## config.mk

```make
export PLATFORM = sky130hd
export DESIGN_NAME = load_store_sched
export DESIGN_NICKNAME = d
export VERILOG_FILES = /design/src/rtl/load_store_pkg.sv /design/src/rtl/vol_counter.sv /design/src/rtl/load_store_sched.sv
export SDC_FILE = /design/constraint.sdc
export NUM_CORES = 1
export LEC_CHECK = 0
export ABC_AREA = 1
export BUFFER_PORTS_ARGS = -buffer_cell sky130_fd_sc_hd__buf_2
export CAP_MARGIN = 20
export CORE_MARGIN = 5
export CORE_UTILIZATION = 30
export DETAILED_ROUTE_END_ITERATION = 12
export GPL_TIMING_DRIVEN = 0
export HOLD_SLACK_MARGIN = 0.03
export PLACE_DENSITY_LB_ADDON = 0.1
export SETUP_SLACK_MARGIN = 0.5
export SYNTH_ARGS = -nofsm -noshare
export SYNTH_HDL_FRONTEND = slang
export SYNTH_SLANG_ARGS = --single-unit
```

## constraint.sdc

```tcl
create_clock -name clk -period 4.59 [get_ports clk]
set_input_delay 0.2295 -clock clk [delete_from_list [all_inputs] [get_ports clk]]
set_output_delay 0.2295 -clock clk [all_outputs]
set_load 0.005 [all_outputs]
```

## src/rtl/load_store_pkg.sv

```systemverilog
// Shared types and default sizing for the load/store volume scheduler.
package load_store_pkg;

  localparam int N_DEF     = 25000;
  localparam int CBITS_DEF = 15;

  typedef enum logic [1:0] {
    IDLE,
    FILL,
    DRAIN
  } state_t;

  typedef enum logic {
    PORT_FILL,
    PORT_DRAIN
  } port_t;

endpackage

```

## src/rtl/vol_counter.sv

```systemverilog
// Saturating up/down volume counter bounded to [0, N] with registered full/empty flags.
module vol_counter #(
  parameter int N     = 25000,
  parameter int CBITS = 15
) (
  input  logic             clk,
  input  logic             clear,
  input  logic             inc,
  input  logic             dec,
  output logic [CBITS-1:0] vol,
  output logic             full,
  output logic             empty
);

  localparam logic [CBITS-1:0] TOP = CBITS'(N);
  localparam logic [CBITS-1:0] ONE = CBITS'(1);

  logic [CBITS-1:0] vol_n;

  // Flags are derived from the next value so they move on the same edge as vol.
  always_comb begin
    vol_n = vol;
    if (clear) begin
      vol_n = '0;
    end else if (inc && (vol != TOP)) begin
      vol_n = vol + ONE;
    end else if (dec && (vol != '0)) begin
      vol_n = vol - ONE;
    end
  end

  always_ff @(posedge clk) begin
    vol   <= vol_n;
    full  <= (vol_n == TOP);
    empty <= (vol_n == '0);
  end

endmodule

```

## src/rtl/load_store_sched.sv

```systemverilog
// Round-robin scheduler granting the shared volume counter to a fill port or a drain port,
// one transfer at a time, one unit per cycle.
module load_store_sched
  import load_store_pkg::*;
#(
  parameter int N     = N_DEF,
  parameter int CBITS = CBITS_DEF
) (
  input  logic             clk,
  input  logic             rst,
  input  logic             fill_req,
  input  logic [CBITS-1:0] fill_amt,
  output logic             fill_gnt,
  output logic             fill_done,
  input  logic             drain_req,
  input  logic [CBITS-1:0] drain_amt,
  output logic             drain_gnt,
  output logic             drain_done,
  output logic             short,
  output logic [CBITS-1:0] vol,
  output logic             full,
  output logic             empty,
  output logic             busy
);

  // Handshake: a requester holds *_req until its 1-cycle *_gnt pulse, at which
  // edge *_amt is captured; requests are ignored while busy; *_done pulses once
  // when the transfer ends, with short valid in that same cycle only.

  state_t           state, state_n;
  port_t            last, last_n;
  logic [CBITS-1:0] rem, rem_n;
  logic             fill_gnt_n, drain_gnt_n, fill_done_n, drain_done_n, short_n;
  logic             inc, dec;

  always_comb begin
    state_n      = state;
    last_n       = last;
    rem_n        = rem;
    fill_gnt_n   = 1'b0;
    drain_gnt_n  = 1'b0;
    fill_done_n  = 1'b0;
    drain_done_n = 1'b0;
    short_n      = 1'b0;
    inc          = 1'b0;
    dec          = 1'b0;
    case (state)
      IDLE: begin
        // On a tie the port not served last wins.
        if (fill_req && (!drain_req || (last == PORT_DRAIN))) begin
          state_n    = FILL;
          fill_gnt_n = 1'b1;
          rem_n      = fill_amt;
          last_n     = PORT_FILL;
        end else if (drain_req) begin
          state_n     = DRAIN;
          drain_gnt_n = 1'b1;
          rem_n       = drain_amt;
          last_n      = PORT_DRAIN;
        end
      end
      FILL: begin
        if ((rem == '0) || full) begin
          fill_done_n = 1'b1;
          short_n     = (rem != '0);
          last_n      = PORT_FILL;
          state_n     = IDLE;
        end else begin
          inc   = 1'b1;
          rem_n = rem - CBITS'(1);
        end
      end
      DRAIN: begin
        if ((rem == '0) || empty) begin
          drain_done_n = 1'b1;
          short_n      = (rem != '0);
          last_n       = PORT_DRAIN;
          state_n      = IDLE;
        end else begin
          dec   = 1'b1;
          rem_n = rem - CBITS'(1);
        end
      end
      default: state_n = IDLE;
    endcase
  end

  always_ff @(posedge clk) begin
    if (!rst) begin
      state      <= IDLE;
      last       <= PORT_DRAIN;
      rem        <= '0;
      fill_gnt   <= 1'b0;
      drain_gnt  <= 1'b0;
      fill_done  <= 1'b0;
      drain_done <= 1'b0;
      short      <= 1'b0;
    end else begin
      state      <= state_n;
      last       <= last_n;
      rem        <= rem_n;
      fill_gnt   <= fill_gnt_n;
      drain_gnt  <= drain_gnt_n;
      fill_done  <= fill_done_n;
      drain_done <= drain_done_n;
      short      <= short_n;
    end
  end

  assign busy = (state != IDLE);

  vol_counter #(
    .N    (N),
    .CBITS(CBITS)
  ) u_vol (
    .clk  (clk),
    .clear(~rst),
    .inc  (inc),
    .dec  (dec),
    .vol  (vol),
    .full (full),
    .empty(empty)
  );

endmodule

```

==> results_dict.tcl <==
set metrics [dict create \
    routedWlPerCell_um 14.8 \
    synthSimpleGateAreaFrac 0.417 \
    syn_to_final_growth_pct 17.3 \
    period_needed_ns 2.41 \
    ir_drop_uv 274 \
    die_w_um 114 \
    die_h_um 114 \
    vias 3434 \
    core_area_um2 10700 \
    synthMuxAreaShare 0 \
    slowest_delay_ns 0.36 \
    yosys.area_share.xor_xnor 0.0643 \
    drt_iter0_drc 165 \
    start_kind "flop" \
    hold_viol_final 0 \
    max_slew_margin 0.535 \
    gp_congestion 0.918 \
    cpMostUsedCell "nand2_1" \
    synth-seq-area-share 0.245 \
    grt_max_degree 15 \
    fin_crit_sh 0.525 \
    rsz0062_at_grt "no" \
    worst_pin_slew_ns 0.693 \
    arrival_ns 2.65 \
    cp_cell_sequence "buf_2 > inv_1 > ha_1 > nand2_2 > nor2_4 > nand2_4 > inv_4 > nor2_8 > buf_8 > nand2_1 > nand2_1 > nand2_1 > nand3_2 > nand2_1 > nor2_1 > nand2_1 > nor2_1" \
    fin_nets 621 \
    synth_seq_cells 40 \
    maxCapViolCount 0 \
    cts.sinks 40 \
    yosys.area_share.adder 0.0268 \
    clk_path_buf_depth 2 \
    postCtsSetupRepairBufs 0 \
    num_io_pins 57 \
    dieArea_um2 13100 \
    p_total_uw 2690 \
    netlist_instances 518 \
    h-tree-depth 2 \
    dr.pass1.iters 5 \
    synth_edf_count 0 \
    start_util 0.304 \
    final_antenna_net_count 0 \
    drive_gt1_frac 0.217 \
    async_flop_share 0 \
    port_buffers 55 \
    final_util 0.357 \
    finalSetupViolCount 0 \
    cts_tree "yes" \
    syn_avg_cell_area_um2 6.31 \
    clk_latency_ns 0.31 \
    fin_area_um2 3830 \
    met2_usage 0.251 \
    rows 38 \
    p_per_area_nw_per_um2 702 \
    synth_compound_area_frac 0.126 \
    clock_skew_ns 0.0116 \
    slowest_stage "dfxtp_1" \
    cts_buffers 5 \
    grt_pass1_vias 3432 \
    ys_warn_count 0 \
    synth_nets 559 \
    critPathRequiredTime_ns 4.83 \
    num_antenna_cells 0 \
    crit_type "reg2reg" \
    hp-class "in2reg" \
    grt_pass1_wl_mm 17.5 \
    synth_top_family_by_area "simple AND/OR/NAND/NOR gates" \
    grt_antenna_before_repair 0 \
    drc 0 \
    grt.overflow.total 0 \
    use_met3 0.0312 \
    holdBufCountCts 0 \
    grt_usage 0.169 \
    clk_pin_slew_ns 0.10 \
    placed_area_um2 3720 \
    avgViaCountPerCell 4.76 \
    tns_ns 0 \
    path_max_fanout 10 \
    outcome "complete, no violations" \
    synth_ff_type "dfxtp_1" \
    cts_resized 0 \
    slew_violations 0 \
    synthDistinctLibCells 40 \
    grtUsageMet1 0.250 \
    netlist_area_um2 3270 \
    root_buffer "clkbuf_8" \
    fmax_mhz 415 \
    critPathCaptureType "flop" \
    hpwl_mm 8.17 \
    layout_commonest_cell "nand2_1" \
    top_usage_layer "met2" \
    mostFrequentLayoutCells "nand2_1, buf_2, nor2_1, inv_1, dfxtp_1" \
    leakagePower_uw 0.00195 \
    drt_wl_total_mm 10.7 \
]
==> flip-flops by register name, summed over array words and instances, names as in the netlist <==
name / cells
rem: 15
u_vol.full: 1
fill_done: 1
last: 1
drain_gnt: 1
u_vol.empty: 1
u_vol.vol: 15
fill_gnt: 1
state: 2
drain_done: 1
short: 1
==> cell families after synthesis <==
group | after synthesis
AND/OR/NAND/NOR | 283
adder cells (fa/ha/maj) | 7
AO/OA/AOI/OAI | 74
XOR/XNOR | 24
flip-flops | 40
buffers and inverters | 90
==> Yosys cell counts, types with 2 or more instances <==
cell / n / area, um^2
a31oi_1: 4 / 25.0
nor2_4: 6 / 67.6
nand2_1: 141 / 529
dfxtp_1: 40 / 801
buf_2: 7 / 35.0
xnor2_1: 2 / 17.5
buf_6: 3 / 33.8
xor2_1: 22 / 193
nand3_2: 13 / 130
buf_4: 3 / 22.5
nor3_1: 15 / 75.1
inv_1: 56 / 210
inv_2: 10 / 37.5
o21ai_0: 31 / 155
clkbuf_1: 8 / 30.0
nand4_1: 6 / 37.5
nand3_1: 26 / 130
a211oi_1: 7 / 52.6
nor2_2: 7 / 43.8
a21oi_1: 22 / 110
nor2_1: 57 / 214
nand2_2: 4 / 25.0
o21ai_1: 3 / 15.0
ha_1: 7 / 87.6
nand2_4: 3 / 33.8
==> through the flow <==
| stage | cells | worst slack, ns | hold WS, ns |
|---|---|---|---|
| finish | 721 | 2.18 | 0.234 |
| global route | 721 | 1.92 | 0.232 |
| floorplan | 518 | 2.66 | 0.414 |
| detailed placement | 713 | 2.21 | 0.480 |
| CTS | 721 | 2.16 | 0.217 |
| global placement | 713 | 2.20 | 0.477 |
==> worst max-delay path: cells and delay by family (launching register included) <==
kind	cells	cell delay (ns)
and+or+nand+nor	12	1.15
buffers and inverters	4	0.53
DFF	1	0.36
adders and majority gates	1	0.29
==> worst paths after layout <==
path / startpoint / endpoint / slack [ns] / cells past startpoint
worst min-delay path: drain_req / drain_gnt / 0.23 / 3
worst max-delay path: u_vol.vol[0] / u_vol.full / 2.18 / 17
worst min register to register: last / last / 0.49 / 2
worst max register to register: u_vol.vol[0] / u_vol.full / 2.18 / 17
==> area by class of cell <==
type / count / area, um^2
clock inverter: 3 / 46.3
timing repair buffer: 55 / 275
tap: 140 / 175
fill: 1254 / 6910
clock buffer: 5 / 68.8
sequential: 40 / 801
buffer: 22 / 136
inverter: 68 / 258
multi-input combinational: 388 / 2070
==> where the power goes <==
group	total [uW]	internal (uW)	switching, uW
logic	1790	626	1160
registers	590	469	121
clock network	316	164	152
==> layer usage <==
metal	vias to the layer above	wire length (um)
met5	-	0
met4	0	117
met3	12	535
met2	83	4550
met1	1565	5460
li1	1774	-
Note: power is estimated with default switching activity, not from simulation.
